### src/rtl/cnt_seq_pkg.sv
// Shared types and constants for the counter/RAM logging sequencer.
package cnt_seq_pkg;

  localparam int STEP_W_DEF = 4;
  localparam int ADDR_W_DEF = 3;

  localparam logic [3:0] CNT_MAX  = 4'd7;
  localparam logic [3:0] WRAP_SAT = 4'd15;

  typedef enum logic [2:0] {
    ST_IDLE   = 3'd0,
    ST_LOAD   = 3'd1,
    ST_RUN    = 3'd2,
    ST_LAST   = 3'd3,
    ST_DONE_S = 3'd4
  } seq_state_t;

  function automatic logic [3:0] sat_inc4(input logic [3:0] v);
    logic [3:0] r;
    if (v == WRAP_SAT) begin
      r = WRAP_SAT;
    end else begin
      r = v + 4'd1;
    end
    return r;
  endfunction

endpackage

### src/rtl/cnt_ram_seq.sv
// Sequencer: preloads the mod-8 counter, steps it, logs every observed count
// into an 8x4 RAM and counts wrap-arounds of the counter.
module cnt_ram_seq
  import cnt_seq_pkg::*;
#(
  parameter int STEP_W = STEP_W_DEF,
  parameter int ADDR_W = ADDR_W_DEF
) (
  input  logic              CLK,
  input  logic              RESET_N,
  input  logic              START,
  input  logic              ABORT,
  input  logic [3:0]        START_VAL,
  input  logic [STEP_W-1:0] STEPS,
  output logic              BUSY,
  output logic              DONE,
  output logic [3:0]        WRAPS,
  output logic              CNT_EN,
  output logic              CNT_LOAD_N,
  output logic [3:0]        CNT_DATA,
  input  logic [3:0]        CNT_Q,
  input  logic              CNT_COUT,
  output logic              RAM_WE,
  output logic [ADDR_W-1:0] RAM_ADDR,
  output logic [3:0]        RAM_WDATA
);

  localparam logic [STEP_W-1:0] STEP_ONE  = STEP_W'(1);
  localparam logic [STEP_W-1:0] STEP_ZERO = STEP_W'(0);

  seq_state_t        r_state;
  seq_state_t        w_state_nxt;
  logic [3:0]        r_val;
  logic [STEP_W-1:0] r_steps;
  logic [STEP_W-1:0] r_idx;
  logic [3:0]        r_wraps;
  logic              w_accept;
  logic              w_last_run;

  // COUT is observation-only; control derives wraps from CNT_Q directly.
  logic w_unused_cout;
  assign w_unused_cout = CNT_COUT;

  assign w_accept   = START && !ABORT;
  assign w_last_run = (r_idx == (r_steps - STEP_ONE));

  // State register.
  always_ff @(posedge CLK or negedge RESET_N) begin
    if (!RESET_N) begin
      r_state <= ST_IDLE;
    end else begin
      r_state <= w_state_nxt;
    end
  end

  // Next-state decode; ABORT in any busy state returns straight to IDLE.
  always_comb begin
    w_state_nxt = r_state;
    case (r_state)
      ST_IDLE: begin
        if (w_accept) begin
          w_state_nxt = ST_LOAD;
        end else begin
          w_state_nxt = ST_IDLE;
        end
      end
      ST_LOAD: begin
        if (ABORT) begin
          w_state_nxt = ST_IDLE;
        end else if (r_steps != STEP_ZERO) begin
          w_state_nxt = ST_RUN;
        end else begin
          w_state_nxt = ST_LAST;
        end
      end
      ST_RUN: begin
        if (ABORT) begin
          w_state_nxt = ST_IDLE;
        end else if (w_last_run) begin
          w_state_nxt = ST_LAST;
        end else begin
          w_state_nxt = ST_RUN;
        end
      end
      ST_LAST: begin
        if (ABORT) begin
          w_state_nxt = ST_IDLE;
        end else begin
          w_state_nxt = ST_DONE_S;
        end
      end
      ST_DONE_S: w_state_nxt = ST_IDLE;
      default:   w_state_nxt = ST_IDLE;
    endcase
  end

  // Run parameters, step index and wrap counter.
  always_ff @(posedge CLK or negedge RESET_N) begin
    if (!RESET_N) begin
      r_val   <= 4'd0;
      r_steps <= STEP_ZERO;
      r_idx   <= STEP_ZERO;
      r_wraps <= 4'd0;
    end else begin
      case (r_state)
        ST_IDLE: begin
          if (w_accept) begin
            r_val   <= START_VAL;
            r_steps <= STEPS;
            r_idx   <= STEP_ZERO;
            r_wraps <= 4'd0;
          end
        end
        ST_RUN: begin
          // The counter is enabled this cycle even if ABORT arrives, so a
          // wrap at this edge still happens and is still counted.
          r_idx <= r_idx + STEP_ONE;
          if (CNT_Q >= CNT_MAX) begin
            r_wraps <= sat_inc4(r_wraps);
          end
        end
        default: begin
          r_idx <= r_idx;
        end
      endcase
    end
  end

  // Moore output decode of the registered state.
  always_comb begin
    BUSY       = 1'b0;
    DONE       = 1'b0;
    CNT_EN     = 1'b0;
    CNT_LOAD_N = 1'b1;
    CNT_DATA   = 4'd0;
    RAM_WE     = 1'b0;
    RAM_ADDR   = {ADDR_W{1'b0}};
    case (r_state)
      ST_LOAD: begin
        BUSY       = 1'b1;
        CNT_EN     = 1'b1;
        CNT_LOAD_N = 1'b0;
        CNT_DATA   = r_val;
      end
      ST_RUN: begin
        BUSY     = 1'b1;
        CNT_EN   = 1'b1;
        RAM_WE   = 1'b1;
        RAM_ADDR = r_idx[ADDR_W-1:0];
      end
      ST_LAST: begin
        BUSY     = 1'b1;
        RAM_WE   = 1'b1;
        RAM_ADDR = r_idx[ADDR_W-1:0];
      end
      ST_DONE_S: begin
        DONE = 1'b1;
      end
      default: begin
        BUSY = 1'b0;
      end
    endcase
  end

  assign WRAPS     = r_wraps;
  assign RAM_WDATA = CNT_Q;

endmodule

### config.mk
export PLATFORM = sky130hd
export DESIGN_NAME = cnt_ram_seq
export DESIGN_NICKNAME = d
export VERILOG_FILES = /design/src/rtl/cnt_seq_pkg.sv /design/src/rtl/cnt_ram_seq.sv
export SDC_FILE = /design/constraint.sdc
export NUM_CORES = 1
export LEC_CHECK = 0
export CAP_MARGIN = 40
export CORE_ASPECT_RATIO = 0.7
export CORE_MARGIN = 3
export CORE_UTILIZATION = 45
export DETAILED_ROUTE_END_ITERATION = 8
export MAX_ROUTING_LAYER = met4
export PLACE_DENSITY_LB_ADDON = 0.12
export SLEW_MARGIN = 15
export SYNTH_ARGS = -nofsm -noshare
export SYNTH_HDL_FRONTEND = slang
export SYNTH_SLANG_ARGS = --single-unit
### constraint.sdc
create_clock -name CLK -period 2.8 [get_ports CLK]
set_input_delay 0.42 -clock CLK [delete_from_list [all_inputs] [get_ports CLK]]
set_output_delay 0.42 -clock CLK [all_outputs]
set_load 0.005 [all_outputs]
# Word level (Yosys, flattened, before mapping)
# Index checks and enable logic that the tools add are counted.
# W data, S select, Z words.
[word_totals] register_bits=19 latchBits=0 ram_bits=0 rom_bits=0 elab_cells=47 memories=0
[op_classes] add_sub_neg=3 n_mul=0 n_div=0 order_cmp=1 n_eq_ne=8 shifts=0 mux=19 bitwise=0 reduce_logical=11
[op_table] operator="$mux W4" n=4
[op_table] operator="$pmux W4 S2" n=2
[op_table] operator="$pmux W3 S4" n=1
[op_table] operator="$add A4 B1 Y4 const B" n=2
[op_table] operator="$mux W1" n=8
[op_table] operator="$eq A3 B2 Y1 const B" n=2
[op_table] operator="$mux W3" n=2
[op_table] operator="$eq A4 B4 Y1" n=1
[op_table] operator="$eq A4 B4 Y1 const B" n=1
[op_table] operator="$ge A4 B3 Y1 const B" n=1
[op_table] operator="$mux W2" n=2
[op_table] operator="$ne A2 B2 Y1 const B" n=2
[op_table] operator="$reduce_and A2 Y1" n=2
[op_table] operator="$reduce_bool A4 Y1" n=1
[op_table] operator="$reduce_or A2 Y1" n=2
[op_table] operator="$sub A4 B1 Y4 const B" n=1
[op_table] operator="$eq A3 B1 Y1 const B" n=1
[op_table] operator="$eq A3 B3 Y1 const B" n=1
[op_table] operator="$logic_not A3 Y1" n=1
[op_table] operator="$reduce_and A3 Y1" n=1
[op_table] operator="$reduce_or A3 Y1" n=1
[op_table] operator="$reduce_bool A2 Y1" n=1
[op_table] operator="$logic_and A1 B1 Y1" n=1
[op_table] operator="$logic_not A1 Y1" n=1

# Longest topological paths before layout
[depth] word_depth=5 ltp_mapped=6 mapped_depth_nobuf=6

# Least setup slack after synthesis
# Ideal clock, no wire load.
[synth_path] path_kind="register to output" start="register r_state[0]" end="output CNT_EN" t_arrival_ps=1021 path_slack_ps=1359 stages_incl_launch_ff=4 n_path_buf=1 path_cell_list="dfrtp_1 > or3b_4 > buf_6 > nand2_1"
[synth_via] elab_chain_len=3
[synth_rtl] element="start: declaration" line_no="cnt_ram_seq.sv:31" text="seq_state_t r_state;"
[synth_rtl] element="start signal: assignment" line_no="cnt_ram_seq.sv:52" text="r_state <= w_state_nxt;"
[synth_rtl] element="$eq A3 B2 Y1 / $eq A3 B1 Y1 (equally long branches)" line_no="cnt_ram_seq.sv:138" text="case (r_state)"
[synth_rtl] element="$reduce_or A2 Y1 (no source line) *"
[synth_rtl] element="$mux W1 *" line_no="cnt_ram_seq.sv:138"
[synth_rtl] element="end: declaration" line_no="cnt_ram_seq.sv:18" text="output logic CNT_EN,"
# Mark *: on every way between the ends. The rest lies on a longest branch, timed or not.

# Final worst setup path
[layout_path] start="register r_state[2]" end="output CNT_EN"
# Same word-level chain as after synthesis.

==> results.json <==
{
  "relSlewSlack_pct": 56.3,
  "syn2layout_area_growth_pct": 35.9,
  "die_width_um": 63.7,
  "diodes": 0,
  "worstSetupPathType": "reg2out",
  "drive_above_1_share_pct": 5.37,
  "path_clk_slew_ns": 0.11,
  "portBuffers": 35,
  "tritoncts": "done",
  "ys_warn_count": 0,
  "cts_resized": 0,
  "hold_viol": 0,
  "status": "finished, final reports clean",
  "vias": 910,
  "fin_setup_tns_ns": 0,
  "clock_latency_ns": 0.31,
  "final_common_cell": "clkdlybuf4s50_1",
  "rsz0062_at_grt": "false",
  "max_freq_ghz": 0.406,
  "avgSynthCellArea_sq_um": 9.05,
  "placedCellCount": 175,
  "netlist_instances": 116,
  "htree_levels": 1,
  "cts_setup_buffers": 0,
  "drc": 0,
  "fin_crit_sh_pct": 88.1,
  "fp-row-count": 13,
  "cts_made_buffers": 3,
  "clockBufferDepth": 2,
  "avgViaCountPerCell": 5.08,
  "synthesis.area_sq_mm": 0.00105,
  "core-area_sq_mm": 0.00203,
  "antenna_found_initial": 0,
  "place.gp.congestion": 0.798,
  "period_needed_ns": 2.47,
  "dr.pass1.iters": 4,
  "slew_viol_final": 0,
  "setup_viol": 0,
  "track_usage_pct": 18.9,
  "hold_path_class": "in2async",
  "final_cells": 179,
  "synth.distinct_cells": 29,
  "initial_core_util_pct": 51.6,
  "cts-root-buf": "clkbuf_4",
  "fin_nets": 170,
  "layout_common_cells": "clkdlybuf4s50_1, nand2_1, dfrtp_1",
  "cp.required_ns": 2.38,
  "routed_wl_um": 2350,
  "dieArea_sq_mm": 0.00296,
  "endpoint_kind": "primary output",
  "ys_seq_area_share_pct": 45.3,
  "synth_ff_type": "dfrtp_1",
  "pin_count": 37,
  "arrival_ns": 2.05,
  "r2r_start": "r_state[0]",
  "leakagePower_nw": 0.644,
  "drt_iter0_markers": 41,
  "ir_worst_vdd_mv": 0.320,
  "startpoint_type": "flop",
  "die_y_um": 46.4,
  "worst-path-max-fanout": 6,
  "total_power_uw": 882,
  "startpoint": "r_state[2]",
  "p_per_area_mw_per_mm2": 618,
  "finClkSkew_ns": 0.0109,
  "avgRoutedWirePerCell_um": 13.1,
  "synth_nets": 136,
  "cap_violations": 0,
  "grt_max_degree": 16,
  "globalRoute.totalOverflow": 0,
  "fin_util_pct": 70.2,
  "fin_hold_ws_ns": 0.416,
  "first_global_vias": 863,
  "grt_pass1_wl_um": 3970,
  "ys_async_sr_fraction_pct": 100,
  "ant_nets": 0,
  "synth-edff-count": 0,
  "cts.sinks": 19,
  "tightest_slew_ns": 0.654,
  "synth_seq_cells": 19,
  "hpwlAfterDp_um": 1820,
  "ctsHoldBuffers": 0
}
==> routing by layer <==
metal	track usage [%]	share of wire, %	routed length (um)	vias up
met5	-	0	0	-
met4	6.87	1.0	24	0
met3	7.07	8.4	198	5
met2	30.1	45	1070	36
met1	22.3	45	1060	418
li1	-	-	-	451
==> final cells by class <==
type,instances,area [sq um]
fill,175,607
multi-input combinational,86,509
sequential,19,475
timing repair buffer,36,362
tap,30,37.5
clock buffer,3,22.5
inverter,4,15.0
clock inverter,1,5.00
==> Yosys cell counts, types with 2 or more instances <==
cell type  count  share of area (%)
nand2_1       28                 10
ha_1           3                3.6
xor2_1         3                2.5
o21ai_0        3                1.4
nor2b_1        3                1.8
and2_1         9                5.4
buf_4          4                2.9
inv_1          4                1.4
nor2_1         6                2.1
a31oi_1        3                1.8
nand3_1        5                2.4
dfrtp_1       19                 45
xnor2_1        4                3.3
a21oi_1        5                2.4
nor3_1         2               0.95
mux2i_1        2                1.9
==> where the power goes <==
part	switching [mW]	leakage (nW)	internal, mW
clock network	0.0878	0.0177	0.0534
logic	0.151	0.379	0.182
registers	0.0694	0.248	0.339
==> sequential cells by signal, summed over array words and instances, names as in the netlist <==
name / flops
WRAPS: 4
r_idx: 4
r_steps: 4
r_val: 4
r_state: 3
==> final timing paths <==
check                      cells after the start       end  slack, ns
hold reg to reg                                2  r_val[2]       0.48
setup / recovery                               4    CNT_EN       0.33
max in group asynchronous                      2  r_idx[2]       1.92
min in group CLK                               2  r_val[2]       0.48
setup reg to reg                               4  WRAPS[2]       1.24
hold / removal                                 1  r_val[0]       0.42
==> stage by stage <==
| step | cell area (sq um) | setup WS, ns |
|---|---|---|
| after global routing | 1430 | 0.181 |
| final | 1430 | 0.334 |
| after global placement | 1390 | 0.651 |
| after detailed placement | 1400 | 0.674 |
| after CTS | 1430 | 0.326 |
| after floorplan | 1050 | 1.36 |
==> cells by family (layout without fill, tap and decap cells) <==
kind of cell | Yosys count | count (layout) | synth area share (%)
buffers and inverters | 11 | 44 | 6.20
DFF | 19 | 19 | 45.3
adders and majority gates | 3 | 3 | 3.58
and+or+nand+nor | 61 | 61 | 30.3
xor gates and xnor gates | 7 | 7 | 5.84
muxes | 2 | 2 | 1.91
AOI/OAI and AO/OA | 13 | 13 | 6.91
==> critical path: stages (launching register included) <==
cell and delay, ns:
dfrtp_1 0.44, nor3b_1 0.57, inv_1 0.14, nand2_1 0.11, clkdlybuf4s50_1 0.50
No activity file was read; power rests on OpenSTA's default activity.
